File: config.mk
export PLATFORM = sky130hd
export DESIGN_NAME = mem_bus_bridge
export DESIGN_NICKNAME = d
export VERILOG_FILES = /design/src/rtl/mem_bus_bridge.sv
export SDC_FILE = /design/constraint.sdc
export NUM_CORES = 1
export LEC_CHECK = 0
export ABC_AREA = 1
export BUFFER_PORTS_ARGS = -buffer_cell sky130_fd_sc_hd__buf_2
export CAP_MARGIN = 25
export CORE_MARGIN = 1
export CORE_UTILIZATION = 46
export CTS_CLUSTER_DIAMETER = 100
export DETAILED_ROUTE_END_ITERATION = 10
export GPL_ROUTABILITY_DRIVEN = 1
export PLACE_DENSITY = 0.84
export SKIP_CTS_REPAIR_TIMING = 1
export SLEW_MARGIN = 10
export SYNTH_ARGS = -nofsm -noshare
export SYNTH_HDL_FRONTEND = slang
export SYNTH_SLANG_ARGS = --single-unit
File: constraint.sdc
create_clock -name clk -period 2.09 [get_ports clk]
set_input_delay 0.209 -clock clk [delete_from_list [all_inputs] [get_ports clk]]
set_output_delay 0.209 -clock clk [all_outputs]
set_load 0.02 [all_outputs]
File: src/rtl/mem_bus_bridge.sv
// mem_bus_bridge: holds one MEM-stage RAM access on a req/ack bus
// until it is acknowledged or times out, stalling the pipeline meanwhile.
module mem_bus_bridge #(
   parameter int TIMEOUT_CYCLES = 255
) (
   input  logic        clk,
   input  logic        rst,
   input  logic        ram_en,
   input  logic [3:0]  ram_write_en,
   input  logic [31:0] ram_addr,
   input  logic [31:0] ram_write_data,
   output logic [31:0] ram_read_data,
   output logic        stall_req,
   output logic        bus_req,
   output logic [3:0]  bus_we,
   output logic [31:0] bus_addr,
   output logic [31:0] bus_wdata,
   input  logic        bus_ack,
   input  logic [31:0] bus_rdata,
   output logic        bus_err
);

   typedef enum logic [1:0] {
      IDLE,
      REQ,
      DONE
   } state_t;

   // 9-bit compare so the saturating 8-bit count never aliases the limit
   localparam logic [8:0] TO_LIM = 9'(TIMEOUT_CYCLES);

   state_t     state;
   logic [7:0] cnt;
   logic [8:0] cnt_inc;
   logic       to_hit;

   assign cnt_inc = {1'b0, cnt} + 9'd1;
   assign to_hit  = (TO_LIM != 9'd0) && (cnt_inc == TO_LIM);

   // Hold the pipeline from the issuing cycle until the access completes
   assign stall_req = ((state == IDLE) && ram_en) || (state == REQ);

   // Access FSM with registered bus outputs, read capture and error pulse
   always_ff @(posedge clk) begin
      if (rst) begin
         state         <= IDLE;
         cnt           <= 8'd0;
         bus_req       <= 1'b0;
         bus_we        <= 4'd0;
         bus_addr      <= 32'd0;
         bus_wdata     <= 32'd0;
         ram_read_data <= 32'd0;
         bus_err       <= 1'b0;
      end else begin
         unique case (state)
            IDLE: begin
               if (ram_en) begin
                  bus_addr  <= ram_addr;
                  bus_we    <= ram_write_en;
                  bus_wdata <= ram_write_data;
                  bus_req   <= 1'b1;
                  cnt       <= 8'd0;
                  state     <= REQ;
               end
            end
            REQ: begin
               if (bus_ack) begin
                  bus_req <= 1'b0;
                  if (bus_we == 4'd0) begin
                     ram_read_data <= bus_rdata;
                  end
                  state <= DONE;
               end else if (to_hit) begin
                  bus_req <= 1'b0;
                  if (bus_we == 4'd0) begin
                     ram_read_data <= 32'd0;
                  end
                  bus_err <= 1'b1;
                  state   <= DONE;
               end else if (cnt != 8'hFF) begin
                  cnt <= cnt + 8'd1;
               end
            end
            DONE: begin
               bus_err <= 1'b0;
               state   <= IDLE;
            end
            default: begin
               state <= IDLE;
            end
         endcase
      end
   end

endmodule

==> results.toml <==
[critical_path]
setup.worst_path.start = "cnt[0]"
timing.critical_path.slowest_stage_cell = "sky130_fd_sc_hd__dfxtp_1"
cpLargestDelayFamily = "simple AND/OR/NAND/NOR gates"
critPathMaxStageDelay_ns = 0.40
critPathKind = "register to register"
launching_element_type_of_the_critical_path = "register"
crit_end = "ram_read_data[11]"
reg2reg_setup_slack_ns = 0.18
ff2ff_path_depth = 11
crit_chain = "ha_1 -> nand3_2 -> o21bai_1 -> nand2_1 -> nor2_2 -> nand2_1 -> nand2_2 -> nand3_4 -> buf_4 -> nand2_1 -> a21oi_1"
timing.critical_path.to_type = "register"
worst-path-max-fanout = 14
rr_startpoint = "cnt[0]"
crit-reg2reg-capture = "ram_read_data[11]"
timing.critical_path.arrival_ns = 2.16
worstSetupPathDepth = 11
critPathMostFrequentCell = "sky130_fd_sc_hd__nand2_1"
timing.critical_path.buf_inv = 1
cp.required_ns = 2.34

[synth]
synth_area_per_cell_um2 = 7.723
synthTopCellsByArea = "sky130_fd_sc_hd__dfxtp_1 (53%), sky130_fd_sc_hd__nor2_1 (13%), sky130_fd_sc_hd__o21ai_0 (8.5%), sky130_fd_sc_hd__nand2_1 (7.3%), sky130_fd_sc_hd__a21oi_1 (4.3%)"
netlist_instances = 544
synthesis.yosys.warnings = 0
syn-num-nets = 650
synth-seq-cells = 112
synth_cell_type_count = 23
synth_top_area_share = 0.5337
mappedNetlistArea_um2 = 4202
synth_largest_area_cell = "sky130_fd_sc_hd__dfxtp_1"
proportion_of_synthesized_chip_area_in_sequential_cells = 0.5337

[finish]
final_cell_count_no_fill = 852
post_layout_nets = 846
mostFrequentLayoutCell = "sky130_fd_sc_hd__buf_2"
fin_util = 0.6295
area.growth.synth_to_final_pct = 31.30
antennaDiodeCount = 0
layout-drive-gt1-share = 0.3495
mostFrequentLayoutCells = "sky130_fd_sc_hd__buf_2 (206), sky130_fd_sc_hd__nor2_1 (148), sky130_fd_sc_hd__dfxtp_1 (112)"

[cts]
cts-root-to-sink-buffers = 2
clkLatencyLatePin_ns = 0.37
worst_setup_hold_path_clk_slew_ns = 0.11
tritoncts = "yes"
cts_inserted_buffers = 9
clock_sink_count = 112
cts_root_buffer = "sky130_fd_sc_hd__clkbuf_8"
depth_of_the_cts_h_tree = 3

[floorplanning]
num_io_pins = 207
rows = 34
overall_die_area_um2 = 9520
die_w_um = 97.57
initial_utilization = 0.4794
coreArea_um2 = 8763
dieHeight_um = 97.57

[placement]
place.detailed.instances = 837
place.gp.congestion = 0.8776
dp.final_hpwl_mm = 7.952
port-buffer-count = 206
detailedPlace.worstSlack_ns = 0.1962

[worst_hold_path]
hold_class = "primary input to register"

[grt]
global_route_wire_length_before_repair_mm = 17.99
antenna_found_initial = 0
grt_start_max_net_pins = 46
grt_remaining_overflow = 0
via_count_of_the_first_global_routing_pass = 4083
grt_util_all_layers = 0.2303

[timing]
fin_worst_skew_ns = 0.01366
report.final.setup_viol = 0
clock.fmax_ghz = 0.5233
timing.final.crit_share = 0.9143
grt_setup_unrepaired = "no"
post-route-worst-setup-slack_ns = 0.1791
layout_min_cycle_time_ns = 1.911
timing_worst_slew_pin_value_ns = 0.8538
slew_violations = 0
slew-limit-headroom = 0.4273
setup-tns-final_ns = 0
finalHoldViolCount = 0

[drt]
drt_first_pass_iters = 4
drc = 0
routed_via_count_divided_by_cell_count = 4.986
wl_mm = 10.90
wl_per_cell_um = 12.79
via_count = 4248
drt_first_iter_violations = 256
antenna_left = 0

[power_and_ir_drop]
cellLeakagePower_nw = 2.633
ir_worst_vdd_v = 0.0003830
finalPower_mw = 4.451
cellPowerDensity_nw_per_um2 = 806.9

[outcome]
outcome = "completed"

[flow_run]
maxCapViolCount = 0
## registers in the layout, indices dropped and copies added, names as in the netlist
| name | flops |
|---|---|
| bus_addr | 32 |
| bus_err | 1 |
| ram_read_data | 32 |
| state | 2 |
| bus_wdata | 32 |
| bus_req | 1 |
| cnt | 8 |
| bus_we | 4 |
## area by class of cell
class | count | area (µm²)
Sequential cell | 112 | 2242
Clock buffer | 9 | 123.9
Fill cell | 775 | 3247
Tap cell | 108 | 135.1
Inverter | 16 | 60.06
Multi-Input combinational cell | 383 | 1749
Clock inverter | 6 | 68.82
Timing Repair Buffer | 218 | 1137
## worst min path at each step
stage                 startpoint                end  slack (ns)  cells after the start
2_1_floorplan      bus_rdata[23]  ram_read_data[23]        0.36                      2
3_3_place_gp   ram_read_data[22]  ram_read_data[22]        0.44                      2
3_5_place_dp   ram_read_data[27]  ram_read_data[27]        0.45                      2
4_1_cts            bus_rdata[13]  ram_read_data[13]        0.06                      3
5_1_grt             bus_rdata[1]   ram_read_data[1]        0.07                      3
6_report           bus_rdata[13]  ram_read_data[13]        0.08                      3
## worst min-delay path: cells and delay by family
kind            cells  cell delay (ns)
buf+inv             1             0.10
simple gates        1             0.05
compound gates      1             0.05
## through the flow
stage | area [µm²] | hold slack [ns]
final | 5517 | 0.07827
after global routing | 5517 | 0.06668
after CTS | 5513 | 0.06247
after detailed placement | 5320 | 0.4543
after global placement | 5320 | 0.4440
after floorplan | 4202 | 0.3564
## kinds of logic after synthesis
logic type	synth area share
and+or+nand+nor	0.2695
DFF	0.5337
AOI/OAI and AO/OA	0.1397
buffers and inverters	0.05122
adders and majority gates	0.005955
## where the power goes
group / switching (mW) / total, mW / leakage [nW] / internal [mW]
clock network: 0.720 / 1.28 / 0.0961 / 0.557
logic: 0.516 / 0.809 / 1.62 / 0.293
registers: 0.0841 / 2.37 / 0.921 / 2.28
## layer usage
| layer | GRT usage | vias to the layer above | share of wire |
|---|---|---|---|
| li1 | - | 2136 | - |
| met1 | 0.2592 | 1911 | 0.40 |
| met2 | 0.4018 | 166 | 0.50 |
| met3 | 0.05612 | 35 | 0.064 |
| met4 | 0.1188 | 0 | 0.034 |
| met5 | 0 | - | 0 |
## Yosys cell counts
| library cell | number |
|---|---|
| sky130_fd_sc_hd__a21oi_1 | 36 |
| sky130_fd_sc_hd__a22oi_1 | 4 |
| sky130_fd_sc_hd__buf_1 | 1 |
| sky130_fd_sc_hd__buf_2 | 7 |
| sky130_fd_sc_hd__buf_6 | 3 |
| sky130_fd_sc_hd__clkbuf_1 | 22 |
| sky130_fd_sc_hd__dfxtp_1 | 112 |
| sky130_fd_sc_hd__ha_1 | 2 |
| sky130_fd_sc_hd__inv_1 | 14 |
| sky130_fd_sc_hd__inv_2 | 2 |
| sky130_fd_sc_hd__nand2_1 | 82 |
| sky130_fd_sc_hd__nand2_2 | 13 |
| sky130_fd_sc_hd__nand3_1 | 7 |
| sky130_fd_sc_hd__nand3_2 | 3 |
| sky130_fd_sc_hd__nand3_4 | 2 |
| sky130_fd_sc_hd__nand4_1 | 7 |
| sky130_fd_sc_hd__nor2_1 | 149 |
| sky130_fd_sc_hd__nor2_2 | 3 |
| sky130_fd_sc_hd__nor4_4 | 1 |
| sky130_fd_sc_hd__o21ai_0 | 71 |
| sky130_fd_sc_hd__o21ai_1 | 1 |
| sky130_fd_sc_hd__o21ai_2 | 1 |
| sky130_fd_sc_hd__o21bai_1 | 1 |
Power figures use the tool's default switching activity.
